`src/rtl/drive_pkg.sv`:
```
// drive_pkg: shared drive command and mode types plus IR remote codes
package drive_pkg;
    typedef enum logic [2:0] {
        STOP       = 3'd0,
        FAST_LEFT  = 3'd1,
        LEFT       = 3'd2,
        STRAIGHT   = 3'd3,
        RIGHT      = 3'd4,
        FAST_RIGHT = 3'd5
    } drive_e;
    typedef enum logic [1:0] {
        OFF   = 2'd0,
        TRACK = 2'd1,
        STUN  = 2'd2
    } mode_e;
    localparam logic [31:0] IR_PLAY   = 32'he9166b86;
    localparam logic [31:0] IR_POWER  = 32'hed126b86;
    localparam logic [31:0] IR_MUTE   = 32'hf30c6b86;
    localparam logic [31:0] IR_RETURN = 32'he8176b86;
    localparam logic [31:0] IR_UP     = 32'he51a6b86;
    localparam logic [31:0] IR_DOWN   = 32'he11e6b86;
endpackage

```
`src/rtl/drive_controller_if.sv`:
```
// drive_controller_if: valid/ready command handshake from controller to motor block
interface drive_controller_if;
    import drive_pkg::*;
    drive_e drive_command;
    logic   cmd_valid;
    logic   cmd_ready;
    modport master(output drive_command, cmd_valid, input cmd_ready);
    modport slave(input drive_command, cmd_valid, output cmd_ready);
endinterface

```
`src/rtl/drive_controller_steer_debounce.sv`:
```
// steer_debounce: classifies the target bin into a steering zone and debounces it
module steer_debounce
    import drive_pkg::*;
#(
    parameter int FOV      = 25,
    parameter int DIR_W    = $clog2(FOV) + 1,
    parameter int BAND_IN  = 4,
    parameter int BAND_OUT = 9,
    parameter int DEBOUNCE = 4
) (
    input  logic             clk,
    input  logic             rst_n,
    input  logic             valid,
    input  logic [DIR_W-1:0] dir,
    output drive_e           zone
);
    localparam int C  = FOV / 2;
    localparam int CW = $clog2(DEBOUNCE + 1);
    drive_e        raw, prev;
    logic [CW-1:0] cnt, run;
    always_comb begin
        raw = int'(dir) < C - BAND_OUT ? FAST_LEFT :
              int'(dir) < C - BAND_IN  ? LEFT :
              int'(dir) > C + BAND_OUT ? FAST_RIGHT :
              int'(dir) > C + BAND_IN  ? RIGHT : STRAIGHT;
        run = (raw == prev && cnt != '0) ? (cnt == CW'(DEBOUNCE) ? cnt : cnt + 1'b1) : CW'(1);
    end
    // an invalid sample breaks the run but leaves the debounced zone alone
    always_ff @(posedge clk or negedge rst_n) begin
        if (!rst_n) begin
            cnt  <= '0;
            prev <= STRAIGHT;
            zone <= STRAIGHT;
        end else if (!valid) begin
            cnt <= '0;
        end else begin
            cnt  <= run;
            prev <= raw;
            if (run == CW'(DEBOUNCE)) zone <= raw;
        end
    end
endmodule

```
`src/rtl/drive_controller.sv`:
```
// drive_controller: mode FSM, IR handling and steering command handshake for the follower robot
module drive_controller
    import drive_pkg::*;
#(
    parameter int FOV          = 25,
    parameter int DIR_W        = $clog2(FOV) + 1,
    parameter int STUN_TIME    = 600000000,
    parameter int AMP_THRESH   = 50,
    parameter int DIST_DEFAULT = 20,
    parameter int DIST_MIN     = 10,
    parameter int DIST_MAX     = 100,
    parameter int DIST_STEP    = 10,
    parameter int BAND_IN      = 4,
    parameter int BAND_OUT     = 9,
    parameter int DEBOUNCE     = 4,
    parameter int PIX_W        = 17,
    parameter int PIX_T2       = 5000,
    parameter int PIX_T3       = 15000
) (
    input  logic                clk,
    input  logic                rst_n,
    input  logic                no_red,
    input  logic [PIX_W-1:0]    pixel_count,
    input  logic [DIR_W-1:0]    detected_direction,
    input  logic [7:0]          average_distance,
    input  logic [10:0]         amplitude,
    input  logic [31:0]         ir_command,
    input  logic                ir_data_ready,
    drive_controller_if.master  cmd,
    output logic [7:0]          follow_distance,
    output logic [1:0]          multiplier,
    output logic [1:0]          mode
);
    localparam int SW = $clog2(STUN_TIME + 1);
    mode_e         state;
    drive_e        zone, target;
    logic          mute, too_close, loud, power, play, dir_ok;
    logic [SW-1:0] stun_cnt;
    always_comb begin
        power      = ir_data_ready && ir_command == IR_POWER;
        play       = ir_data_ready && ir_command == IR_PLAY;
        loud       = amplitude > 11'(AMP_THRESH) && !mute;
        dir_ok     = !no_red && int'(detected_direction) < FOV;
        target     = (state != TRACK || !dir_ok || too_close) ? STOP : zone;
        multiplier = pixel_count > PIX_W'(PIX_T3) ? 2'd3 : pixel_count > PIX_W'(PIX_T2) ? 2'd2 : 2'd1;
    end
    assign mode = state;
    steer_debounce #(
        .FOV(FOV), .DIR_W(DIR_W), .BAND_IN(BAND_IN), .BAND_OUT(BAND_OUT), .DEBOUNCE(DEBOUNCE)
    ) u_steer (
        .clk(clk), .rst_n(rst_n), .valid(dir_ok), .dir(detected_direction), .zone(zone)
    );
    // continued noise while stunned restarts the stun window
    always_ff @(posedge clk or negedge rst_n) begin
        if (!rst_n) begin
            state    <= OFF;
            stun_cnt <= '0;
        end else if (power) begin
            state    <= OFF;
            stun_cnt <= '0;
        end else if (state == OFF && play) begin
            state <= TRACK;
        end else if (state == TRACK && loud) begin
            state    <= STUN;
            stun_cnt <= '0;
        end else if (state == STUN) begin
            if (loud) begin
                stun_cnt <= '0;
            end else if (stun_cnt == SW'(STUN_TIME - 1)) begin
                state    <= TRACK;
                stun_cnt <= '0;
            end else begin
                stun_cnt <= stun_cnt + 1'b1;
            end
        end
    end
    always_ff @(posedge clk or negedge rst_n) begin
        if (!rst_n) begin
            mute            <= 1'b0;
            follow_distance <= 8'(DIST_DEFAULT);
            too_close       <= 1'b1;
        end else begin
            too_close <= average_distance < follow_distance;
            if (ir_data_ready) begin
                if (ir_command == IR_MUTE) mute <= 1'b1;
                if (ir_command == IR_RETURN) begin
                    mute            <= 1'b0;
                    follow_distance <= 8'(DIST_DEFAULT);
                end
                if (ir_command == IR_UP)
                    follow_distance <= int'(follow_distance) + DIST_STEP > DIST_MAX ? 8'(DIST_MAX) : follow_distance + 8'(DIST_STEP);
                if (ir_command == IR_DOWN)
                    follow_distance <= int'(follow_distance) - DIST_STEP < DIST_MIN ? 8'(DIST_MIN) : follow_distance - 8'(DIST_STEP);
            end
        end
    end
    // a Stop target may overwrite a command the motor block has not yet accepted
    always_ff @(posedge clk or negedge rst_n) begin
        if (!rst_n) begin
            cmd.drive_command <= STOP;
            cmd.cmd_valid     <= 1'b0;
        end else if (target != cmd.drive_command && (!cmd.cmd_valid || cmd.cmd_ready || target == STOP)) begin
            cmd.drive_command <= target;
            cmd.cmd_valid     <= 1'b1;
        end else if (cmd.cmd_valid && cmd.cmd_ready) begin
            cmd.cmd_valid <= 1'b0;
        end
    end
endmodule

```
`src/flat_wrapper.sv`:
```
// flat-port wrapper written by rule: the top's interface ports become plain ports
module drive_controller_flat import drive_pkg::*;
#(
    parameter int FOV          = 25,
    parameter int DIR_W        = $clog2(FOV) + 1,
    parameter int STUN_TIME    = 600000000,
    parameter int AMP_THRESH   = 50,
    parameter int DIST_DEFAULT = 20,
    parameter int DIST_MIN     = 10,
    parameter int DIST_MAX     = 100,
    parameter int DIST_STEP    = 10,
    parameter int BAND_IN      = 4,
    parameter int BAND_OUT     = 9,
    parameter int DEBOUNCE     = 4,
    parameter int PIX_W        = 17,
    parameter int PIX_T2       = 5000,
    parameter int PIX_T3       = 15000
)
  (clk, rst_n, no_red, pixel_count, detected_direction, average_distance, amplitude, ir_command, ir_data_ready, follow_distance, multiplier, mode, cmd_drive_command, cmd_cmd_valid, cmd_cmd_ready);
  drive_controller_if cmd_i ();
  input  logic clk;
  input  logic rst_n;
  input  logic no_red;
  input  logic [PIX_W-1:0] pixel_count;
  input  logic [DIR_W-1:0] detected_direction;
  input  logic [7:0] average_distance;
  input  logic [10:0] amplitude;
  input  logic [31:0] ir_command;
  input  logic ir_data_ready;
  output logic [7:0] follow_distance;
  output logic [1:0] multiplier;
  output logic [1:0] mode;
  output wire logic [$bits(cmd_i.drive_command)-1:0] cmd_drive_command;
  output wire logic [$bits(cmd_i.cmd_valid)-1:0] cmd_cmd_valid;
  input wire logic [$bits(cmd_i.cmd_ready)-1:0] cmd_cmd_ready;
  assign cmd_drive_command = cmd_i.drive_command;
  assign cmd_cmd_valid = cmd_i.cmd_valid;
  assign cmd_i.cmd_ready = cmd_cmd_ready;
  drive_controller #(.FOV(FOV), .DIR_W(DIR_W), .STUN_TIME(STUN_TIME), .AMP_THRESH(AMP_THRESH), .DIST_DEFAULT(DIST_DEFAULT), .DIST_MIN(DIST_MIN), .DIST_MAX(DIST_MAX), .DIST_STEP(DIST_STEP), .BAND_IN(BAND_IN), .BAND_OUT(BAND_OUT), .DEBOUNCE(DEBOUNCE), .PIX_W(PIX_W), .PIX_T2(PIX_T2), .PIX_T3(PIX_T3)) u_core (.clk(clk), .rst_n(rst_n), .no_red(no_red), .pixel_count(pixel_count), .detected_direction(detected_direction), .average_distance(average_distance), .amplitude(amplitude), .ir_command(ir_command), .ir_data_ready(ir_data_ready), .cmd(cmd_i), .follow_distance(follow_distance), .multiplier(multiplier), .mode(mode));
endmodule
```
`config.mk`:
```
export PLATFORM = sky130hd
export DESIGN_NAME = drive_controller_flat
export DESIGN_NICKNAME = d
export VERILOG_FILES = /design/src/rtl/drive_pkg.sv /design/src/rtl/drive_controller_if.sv /design/src/rtl/drive_controller_steer_debounce.sv /design/src/rtl/drive_controller.sv /design/src/flat_wrapper.sv
export SDC_FILE = /design/constraint.sdc
export NUM_CORES = 1
export LEC_CHECK = 0
export ABC_CLOCK_PERIOD_IN_PS = 3500
export BUFFER_PORTS_ARGS = -buffer_cell sky130_fd_sc_hd__buf_2
export CORE_ASPECT_RATIO = 0.5
export CORE_MARGIN = 2
export CORE_UTILIZATION = 56
export CTS_BUF_LIST = sky130_fd_sc_hd__clkbuf_4 sky130_fd_sc_hd__clkbuf_8
export CTS_CLUSTER_DIAMETER = 80
export DETAILED_ROUTE_END_ITERATION = 7
export PLACE_DENSITY = 0.83
export SLEW_MARGIN = 5
export SYNTH_ARGS = -nofsm -noshare
export SYNTH_HDL_FRONTEND = slang
export SYNTH_SLANG_ARGS = --single-unit
```
`constraint.sdc`:
```
create_clock -name clk -period 3.5 [get_ports clk]
set_clock_uncertainty 0.05 [all_clocks]
set_input_delay 0.35 -clock clk [delete_from_list [all_inputs] [get_ports clk]]
set_output_delay 0.35 -clock clk [all_outputs]
set_load 0.005 [all_outputs]
```
==> results of run 1 <==
==> metal layers <==
layer,share of wire,track usage,wire length [um]
met1,0.46,0.339,4320
met2,0.48,0.427,4510
met3,0.058,0.0543,552
met4,0.010,0.0625,97
met5,0,0,0
==> Yosys cell counts, types with 6 or more instances <==
master / n
or4_1: 6
clkbuf_1: 12
and3_1: 6
nand2_1: 33
ha_1: 13
nand4_1: 6
nor2b_1: 12
a21oi_1: 21
inv_1: 24
nor4_1: 12
dfrtp_1: 47
o21ai_0: 40
nand3_1: 23
nand2b_1: 8
dfstp_2: 7
nor3_1: 29
a22o_1: 22
nor4bb_1: 8
nor2_1: 31
==> stage by stage <==
| stage | utilization | cell area (um^2) | power, mW | instances | worst slack, ns |
|---|---|---|---|---|---|
| after floorplan | - | 3960 | 0.695 | 468 | 1.04 |
| after global placement | 0.664 | 4500 | 0.762 | 639 | 0.751 |
| after detailed placement | 0.664 | 4500 | 0.766 | 639 | 0.736 |
| after CTS | 0.677 | 4590 | 1.12 | 647 | 0.698 |
| after global routing | 0.677 | 4590 | 1.17 | 647 | 0.353 |
| final | 0.677 | 4590 | 1.11 | 647 | 0.594 |
==> report_power, final <==
group	total [mW]	switching, mW	internal (mW)
combinational	0.116	0.0563	0.0594
sequential	0.638	0.00533	0.633
clock	0.361	0.212	0.149
total	1.11	0.273	0.841
==> flip-flops by register name, summed over array words and instances, names as in the netlist <==
signal / flops
u_core.mute: 1
u_core.follow_distance: 7
u_core.cmd.cmd_valid: 1
u_core.u_steer.cnt: 3
u_core.u_steer.prev: 3
u_core.stun_cnt: 30
u_core.u_steer.zone: 3
u_core.cmd.drive_command: 3
u_core.mode: 2
u_core.too_close: 1
==> layout make-up <==
type | count | area share
multi-input cells | 372 | 0.531
flip-flops and latches | 54 | 0.296
repair buffers | 97 | 0.108
well taps | 92 | 0.0251
inverters | 24 | 0.0196
clock buffers | 6 | 0.0166
clock inverters | 2 | 0.00327
==> cells by family after synthesis <==
kind of cell / after synthesis / share of synthesized area
AND/OR/NAND/NOR: 204 / 0.294
other: 1 / 0.000946
multiplexers: 7 / 0.0193
adder cells (fa/ha/maj): 14 / 0.0436
AO/OA/AOI/OAI: 140 / 0.244
buffers and inverters: 42 / 0.0420
flip-flops: 54 / 0.343
XOR/XNOR: 6 / 0.0133
==> critical path, delay by kind of cell, from the launching register on <==
kind,cells,cell delay [ns]
buffers and inverters,1,0.17
and+or+nand+nor,1,0.17
DFF,1,0.56
adders and majority gates,1,0.37
AOI/OAI and AO/OA,5,1.49
==> final timing paths <==
kind,start,to,slack [ns]
max,u_core.follow_distance[1]$_DFFE_PN0P_,u_core.follow_distance[4]$_DFFE_PN1P_,0.59
min,rst_n,u_core.follow_distance[1]$_DFFE_PN0P_,0.06
max reg2reg,u_core.follow_distance[1]$_DFFE_PN0P_,u_core.follow_distance[4]$_DFFE_PN1P_,0.59
min reg2reg,u_core.u_steer.prev[1]$_DFFE_PN1P_,u_core.u_steer.prev[1]$_DFFE_PN1P_,0.45
max in group asynchronous,rst_n,u_core.u_steer.zone[1]$_DFFE_PN1P_,2.48
min in group clk,average_distance[7],u_core.too_close$_DFF_PN1_,0.25
==> impl_metrics.yaml, run 1 <==
final_layout:
  most-common-layout-cells: "buf_2, dfrtp_1, o21ai_0"
  fill_cells: 577
  final_common_cell: "buf_2"
  seq_area_mm2: 0.00136
  diodes: 0
  nets: 646
  drive_gt1_frac: 0.232
  multi_input_area_mm2: 0.00244
  area_growth_pct: 15.8
routing:
  ant_nets: 0
  vias_per_cell: 6.05
  vias: 3912
  remaining_drc_errors: 0
  drtPass1Iterations: 5
  wl_per_cell_um: 14.6
  drt_iter0_markers: 282
  routed_wl_mm: 9.48
cts:
  htreeDepth: 2
  clk_pin_slew_ns: 0.09
  post_cts_buffers: 0
  clock-root-buffer: "clkbuf_8"
  clock-sinks: 54
  cts_buffer_depth: 2
  cts-buffers-inserted: 5
  hold_buffers: 0
  insertion_delay_ns: 0.32
  cts_resized: 0
  cts_tree: "done"
placed_design:
  dp_hpwl_mm: 7.00
  io_buffer_count: 92
  gp_congestion: 0.912
synthesis:
  netlist_top_cells_area: "dfrtp_1, o21ai_0, a22o_1"
  ys_ff_latch: 54
  synth_nets: 560
  synth_top_area_cell: "dfrtp_1"
  async_flop_share: 1.00
  ys.flop_type: "dfrtp_1"
  yosys_warnings: 0
  synth_area_mm2: 0.00396
  yosys.area.top_type_share: 0.297
  ys_seq_area_frac: 0.343
  synth-edff-count: 0
  yosysUniqueCellTypes: 73
  avgSynthCellArea_um2: 8.47
  syn_inst: 468
worst_setup_path:
  reg2reg_depth: 8
  path_class: "register to register"
  critPathMostFrequentCell: "o31ai_1"
  crit_slowest_cell: "o311ai_0"
  cp_cell_sequence: "inv_1 -> ha_1 -> nor2b_1 -> o31ai_1 -> a21oi_1 -> o311ai_0 -> a31oi_1 -> o31ai_1"
  crit_path_start_kind: "register"
  cp_slowest_stage_delay_ns: 0.74
  required_ns: 3.67
  path_max_fanout: 11
  crit_path_end_kind: "register"
  arrival_ns: 3.07
floorplanning:
  io_pins: 95
  initial_utilization: 0.585
  fp.dieH_um: 63.5
  die-area_mm2: 0.00781
  fp-row-count: 21
  dieWidth_um: 123
  core_mm2: 0.00678
global_route:
  grt_max_degree: 34
  grtUsageTotal: 0.255
  grt.overflow.total: 0
  grt_pass1_vias: 3629
  antenna_found_initial: 0
  grt_pass1_wl_mm: 16.2
sta:
  fmax_mhz: 344
  rsz0062_at_grt: "no"
  max_slew_margin: 0.402
  fin_setup_tns_ns: 0
  final.min_clock_period_ns: 2.91
  fin_crit_sh: 0.830
  worst_pin_slew_ns: 0.886
  setup_violations: 0
  finalMaxSlewViolations: 0
  hold_ws_ns: 0.0552
  hold_viol: 0
run_status:
  status: "finished, final reports clean"
power_and_ir_drop:
  peakVddDrop_uv: 160
  power_leakage_nw: 2.01
  power.density_mw_per_mm2: 243
job:
  max-cap-violations: 0
worst_hold_path:
  hp-class: "primary input to asynchronous set/reset pin"
Power figures use the tool's default switching activity.
==> inputs of run 2 (changes only) <==
--- a/config.mk
+++ b/config.mk
@@ -5,15 +5,16 @@
 export SDC_FILE = /design/constraint.sdc
 export NUM_CORES = 1
 export LEC_CHECK = 0
-export ABC_CLOCK_PERIOD_IN_PS = 3500
+export ABC_AREA = 1
+export ABC_CLOCK_PERIOD_IN_PS = 2550
 export BUFFER_PORTS_ARGS = -buffer_cell sky130_fd_sc_hd__buf_2
 export CORE_ASPECT_RATIO = 0.5
 export CORE_MARGIN = 2
-export CORE_UTILIZATION = 56
+export CORE_UTILIZATION = 52
 export CTS_BUF_LIST = sky130_fd_sc_hd__clkbuf_4 sky130_fd_sc_hd__clkbuf_8
 export CTS_CLUSTER_DIAMETER = 80
 export DETAILED_ROUTE_END_ITERATION = 7
-export PLACE_DENSITY = 0.83
+export PLACE_DENSITY = 0.79
 export SLEW_MARGIN = 5
 export SYNTH_ARGS = -nofsm -noshare
 export SYNTH_HDL_FRONTEND = slang
==> constraint.sdc (replaced) <==
create_clock -name clk -period 2.55 [get_ports clk]
set_clock_uncertainty 0.05 [all_clocks]
set_input_delay 0.255 -clock clk [delete_from_list [all_inputs] [get_ports clk]]
set_output_delay 0.255 -clock clk [all_outputs]
set_load 0.005 [all_outputs]
==> run 2 against run 1 <==
Compared with the run above: clock-buffer cell count is 1 higher; global-route usage down 0.55 points; via count rose by 28%; non-clock buffer count did not move; worst hold slack improved by 0.0048 ns; worst setup slack worse by 0.077 ns; highest routed layer unchanged; area after synthesis increased by 22%; sequential power increased by 37%; critical path depth grew 2; largest cell class unchanged; die area rose by 29%.
==> impl_metrics.yaml, run 2 <==
sta:
  worst_pin_slew_ns: 0.694
  fin_crit_sh: 0.797
  hold_ws_ns: 0.0601
  fin_setup_tns_ns: 0
  fmax_mhz: 492
  setup_violations: 0
  max_slew_margin: 0.525
  rsz0062_at_grt: "no"
  hold_viol: 0
  final.min_clock_period_ns: 2.03
  finalMaxSlewViolations: 0
synthesis:
  synthAdderAreaFrac: 0.0337
  ys_ff_latch: 54
  async_flop_share: 1.00
  ys_seq_area_frac: 0.282
  synth_top_cells_by_count: "nand2_1, nor2_1, nand3_1"
  synth.most_common_cell: "nand2_1"
  yosys.area.top_type_share: 0.244
  synth-edff-count: 0
  synth_nets: 824
  syn_inst: 732
  muxShareOfSynthArea: 0
  yosys_warnings: 0
  synth-xor-area-share: 0.0436
  synth_top_family_by_area: "simple AND/OR/NAND/NOR gates"
  yosysUniqueCellTypes: 45
  synth_top_area_cell: "dfrtp_1"
  synth_compound_area_frac: 0.0604
  avgSynthCellArea_um2: 6.59
  synth_simple_gate_area_share: 0.487
  netlist_top_cells_area: "dfrtp_1, nand2_1, nand3_1"
  ys.flop_type: "dfrtp_1"
  synth_area_mm2: 0.00482
worst_setup_path:
  critPathCapture: "u_core.stun_cnt[16]$_DFFE_PN0P_"
  arrival_ns: 2.17
  reg2reg_slack_ns: 0.52
  path_max_fanout: 7
  crit_path_end_kind: "register"
  crit_path_start: "u_core.stun_cnt[0]$_DFFE_PN0P_"
  crit_path_start_kind: "register"
  path_class: "register to register"
  required_ns: 2.69
  r2r_start: "u_core.stun_cnt[0]$_DFFE_PN0P_"
  rr_endpoint: "u_core.stun_cnt[16]$_DFFE_PN0P_"
  reg2reg_depth: 10
routing:
  drt_iter0_markers: 278
  remaining_drc_errors: 0
  routed_wl_mm: 11.9
  drtPass1Iterations: 5
  vias: 5013
  wl_per_cell_um: 12.6
  vias_per_cell: 5.33
  ant_nets: 0
job:
  max-cap-violations: 0
power_and_ir_drop:
  power_leakage_nw: 2.81
  peakVddDrop_uv: 256
  power.density_mw_per_mm2: 306
  total_power_mw: 1.69
cts:
  cts_resized: 0
  post_cts_buffers: 0
  clock-root-buffer: "clkbuf_8"
  clock-sinks: 54
  cts_tree: "done"
  clk_pin_slew_ns: 0.10
  hold_buffers: 1
  cts_buffer_depth: 2
  cts-buffers-inserted: 5
  htreeDepth: 2
  insertion_delay_ns: 0.31
placed_design:
  io_buffer_count: 92
  gp_congestion: 0.947
  dp_hpwl_mm: 9.29
global_route:
  grt.overflow.total: 0
  grtUsageTotal: 0.250
  grt_use_met2: 0.447
  gr-max-usage-layer: "met2"
  grt_util_met1: 0.331
  grt_max_degree: 29
  met3_usage: 0.0363
  antenna_found_initial: 0
  grt_pass1_vias: 4770
  grt_pass1_wl_mm: 20.9
final_layout:
  largest_register_ffs: 30
  multi_input_area_mm2: 0.00302
  most-common-layout-cells: "nand2_1, nor2_1, buf_2"
  drive_gt1_frac: 0.221
  fill_cells: 842
  seq_area_mm2: 0.00136
  area_growth_pct: 14.2
  reg.largest.list: "u_core.stun_cnt (30), u_core.follow_distance (7)"
  top_register: "u_core.stun_cnt"
  nets: 915
  final_common_cell: "nand2_1"
  utilization: 0.622
  diodes: 0
floorplanning:
  initial_utilization: 0.545
  io_pins: 95
  fp.dieH_um: 72.1
  dieWidth_um: 140
  fp-row-count: 24
  core_mm2: 0.00886
  die-area_mm2: 0.0101
worst_hold_path:
  min_path_cells: 2
  hp-class: "primary input to register"
run_status:
  status: "finished, final reports clean"
-- run 2: how the worst min path moves through the flow --
| stage | start | endpoint | slack (ns) |
|---|---|---|---|
| finish | cmd_cmd_ready | u_core.cmd.cmd_valid$_DFFE_PN0P_ | 0.06 |
| detailed placement | rst_n | u_core.mute$_DFFE_PN0P_ | 0.28 |
| global route | cmd_cmd_ready | u_core.cmd.cmd_valid$_DFFE_PN0P_ | 0.07 |
| floorplan | rst_n | u_core.cmd.cmd_valid$_DFFE_PN0P_ | -0.09 |
| CTS | cmd_cmd_ready | u_core.cmd.cmd_valid$_DFFE_PN0P_ | 0.06 |
| global placement | rst_n | u_core.mute$_DFFE_PN0P_ | 0.26 |
-- run 2: worst max-delay path, cell delays in order (launching register included) --
cell,delay [ns]
dfrtp_1,0.42
ha_1,0.27
nand2_1,0.08
nor2_1,0.13
nand2_1,0.15
nor2_1,0.13
nand2_1,0.21
inv_2,0.22
nor3_1,0.07
nand3_1,0.08
o21ai_0,0.09
-- run 2: cell families (layout without fill, tap and decap cells) --
family / count (synthesis) / after routing
xor gates and xnor gates: 24 / 24
AOI/OAI and AO/OA: 52 / 52
other: 1 / 1
DFF: 54 / 54
buffers and inverters: 107 / 199
and+or+nand+nor: 481 / 481
adders and majority gates: 13 / 13
-- run 2: final cells by class --
cell class	instances	area share
repair buffers	97	0.0931
multi-input cells	571	0.548
clock buffers	7	0.0152
inverters	94	0.0647
flip-flops and latches	54	0.247
well taps	117	0.0266
clock inverters	1	0.00545
-- run 2: routing by layer --
metal | up-vias | part of all wire
li1 | 2573 | -
met1 | 2265 | 0.47
met2 | 162 | 0.46
met3 | 13 | 0.063
met4 | 0 | 0.011
met5 | - | 0
-- run 2: per-stage QoR --
step	worst slack (ns)	area [um^2]	std cells
after floorplan	0.743	4820	732
after global placement	0.589	5390	932
after detailed placement	0.569	5390	932
after CTS	0.545	5510	941
after global routing	0.308	5510	941
final	0.517	5510	941
-- run 2: power breakdown --
group	switching (mW)	internal (mW)	total [mW]
clock	0.282	0.316	0.598
sequential	0.00352	0.870	0.874
combinational	0.128	0.0888	0.217
total	0.414	1.27	1.69
==> inputs of run 3 (changes only) <==
--- a/config.mk
+++ b/config.mk
@@ -5,16 +5,16 @@
 export SDC_FILE = /design/constraint.sdc
 export NUM_CORES = 1
 export LEC_CHECK = 0
-export ABC_AREA = 1
-export ABC_CLOCK_PERIOD_IN_PS = 2550
+export ABC_AREA = 0
+export ABC_CLOCK_PERIOD_IN_PS = 1800
 export BUFFER_PORTS_ARGS = -buffer_cell sky130_fd_sc_hd__buf_2
 export CORE_ASPECT_RATIO = 0.5
 export CORE_MARGIN = 2
-export CORE_UTILIZATION = 52
+export CORE_UTILIZATION = 51
 export CTS_BUF_LIST = sky130_fd_sc_hd__clkbuf_4 sky130_fd_sc_hd__clkbuf_8
 export CTS_CLUSTER_DIAMETER = 80
 export DETAILED_ROUTE_END_ITERATION = 7
-export PLACE_DENSITY = 0.79
+export PLACE_DENSITY = 0.8
 export SLEW_MARGIN = 5
 export SYNTH_ARGS = -nofsm -noshare
 export SYNTH_HDL_FRONTEND = slang
==> constraint.sdc (replaced) <==
create_clock -name clk -period 1.8 [get_ports clk]
set_clock_uncertainty 0.05 [all_clocks]
set_input_delay 0.18 -clock clk [delete_from_list [all_inputs] [get_ports clk]]
set_output_delay 0.18 -clock clk [all_outputs]
set_load 0.005 [all_outputs]
==> run 3 against run 2 <==
Compared with the run above: global-route usage grew 7.4 points; the run now ends with setup timing left; non-clock buffer count grew 146; sequential power grew 42%; highest routed layer unchanged.
==> impl_metrics.yaml, run 3 (same netlist as run 1, synthesis figures left out) <==
run_status:
  status: "finished with violations"
  violations: "setup timing"
sta:
  finalWorstSetupSlack_ns: -0.430
  final.min_clock_period_ns: 2.23
  worst_pin_slew_ns: 0.680
  finalMaxSlewViolations: 0
  setup_violations: 43
  fmax_mhz: 448
  hold_ws_ns: 0.100
  fin_setup_tns_ns: -9.89
  max_slew_margin: 0.543
  hold_viol: 0
  rsz0062_at_grt: "yes"
  fin_crit_sh: 1.24
final_layout:
  final_common_cell: "buf_4"
  reg.largest.list: "u_core.stun_cnt (30), u_core.follow_distance (7)"
  fin_area_mm2: 0.00637
  most-common-layout-cells: "buf_4, buf_2, dfrtp_1"
  area_growth_pct: 60.7
  drive_gt1_frac: 0.509
  nets: 792
  diodes: 0
  top_register: "u_core.stun_cnt"
  largest_register_ffs: 30
worst_setup_path:
  crit_path_end_kind: "register"
  crit_path_start_kind: "register"
  arrival_ns: 2.40
  path_max_fanout: 3
  required_ns: 1.97
  path_class: "register to register"
global_route:
  antenna_found_initial: 0
  grt_pass1_wl_mm: 21.9
  grt_pass1_vias: 4703
  grtUsageTotal: 0.324
  grt_max_degree: 37
  grt.overflow.total: 0
cts:
  clock-sinks: 54
  clock-root-buffer: "clkbuf_8"
  cts-buffers-inserted: 5
  cts_tree: "done"
  cts_buffer_depth: 2
  insertion_delay_ns: 0.33
  clk_pin_slew_ns: 0.10
  htreeDepth: 2
floorplanning:
  fp.dieH_um: 66.3
  fp-row-count: 22
  die-area_mm2: 0.00854
  io_pins: 95
  initial_utilization: 0.533
  core_mm2: 0.00743
  dieWidth_um: 129
routing:
  drtPass1Iterations: 6
  vias: 5097
  drt_iter0_markers: 496
  vias_per_cell: 6.40
  wl_per_cell_um: 19.5
  ant_nets: 0
  routed_wl_mm: 15.5
  remaining_drc_errors: 0
placed_design:
  post-place-ws_ns: -0.508
  dp_hpwl_mm: 8.99
  gp_congestion: 0.929
  placed_area_mm2: 0.00557
  io_buffer_count: 92
job:
  max-cap-violations: 0
power_and_ir_drop:
  power_leakage_nw: 2.88
  power.density_mw_per_mm2: 365
  peakVddDrop_uv: 336
worst_hold_path:
  hp-class: "primary input to register"
-- run 3: cell count changes in the layout (fill, tap and decap cells not counted), moves of 18 or more --
cell and delta:
a22o_1 +22, buf_4 +123, inv_1 -57, nand2_1 -155, buf_6 +18, nor2_1 -65
nand3_1 -69
-- run 3: final timing paths --
path | start | end | slack [ns] | depth (start not counted)
worst max-delay path | u_core.u_steer.cnt[0]$_DFF_PN0_ | u_core.u_steer.zone[2]$_DFFE_PN0P_ | -0.43 | 7
worst max register to register | u_core.u_steer.cnt[0]$_DFF_PN0_ | u_core.u_steer.zone[2]$_DFFE_PN0P_ | -0.43 | 7
max in group asynchronous | rst_n | u_core.follow_distance[4]$_DFFE_PN1P_ | 0.78 | 3
worst min register to register | u_core.u_steer.prev[1]$_DFFE_PN1P_ | u_core.u_steer.prev[1]$_DFFE_PN1P_ | 0.46 | 2
min in group asynchronous | rst_n | u_core.stun_cnt[11]$_DFFE_PN0P_ | 0.28 | 2
worst min-delay path | average_distance[7] | u_core.too_close$_DFF_PN1_ | 0.10 | 3
-- run 3: critical path, stage by stage, from the launching register on --
cell and delay, ns:
dfrtp_1 0.40, inv_2 0.09, ha_4 0.21, buf_4 0.13, nor4b_1 0.48, a21oi_2 0.05
or3_4 0.44, mux2_2 0.28
-- run 3: what timing repair did --
item / in CTS / in global routing
buffers inserted: 15 / 10
gates cloned: 3 / 1
pin swaps: 37 / 43
endpoints found under the hold margin: 18 / 0
gates resized for setup: 65 / 54
hold buffers: 1 / 0
endpoints found under the setup margin: 43 / 44
-- run 3: area by class of cell --
type / instances / area [um^2]
clock buffers: 7 / 90.1
clock inverters: 1 / 5.00
fillers: 370 / 1060
inverters: 24 / 101
multi-input cells: 372 / 2950
flip-flops and latches: 54 / 1360
well taps: 96 / 120
repair buffers: 243 / 1740
-- run 3: power by group --
group          internal [mW]  switching, mW  total (mW)  leakage (nW)
Combinational          0.171          0.146       0.317          2.14
Clock                  0.328          0.439       0.766        0.0517
Sequential              1.23         0.0112        1.24         0.687
Total                   1.73          0.596        2.32          2.88
-- run 3: metal layers --
layer / part of all wire / GRT usage / routed length [um]
met5: 0 / 0 / 0
met2: 0.50 / 0.599 / 7780
met1: 0.37 / 0.380 / 5720
met4: 0.054 / 0.135 / 840
met3: 0.077 / 0.0510 / 1200
-- run 3: through the flow --
| step | total power [mW] | util | std cells |
|---|---|---|---|
| after floorplan | 1.36 | - | 468 |
| after global placement | 1.54 | 0.749 | 765 |
| after detailed placement | 1.56 | 0.749 | 765 |
| after CTS | 2.28 | 0.824 | 791 |
| after global routing | 2.41 | 0.857 | 797 |
| final | 2.32 | 0.857 | 797 |
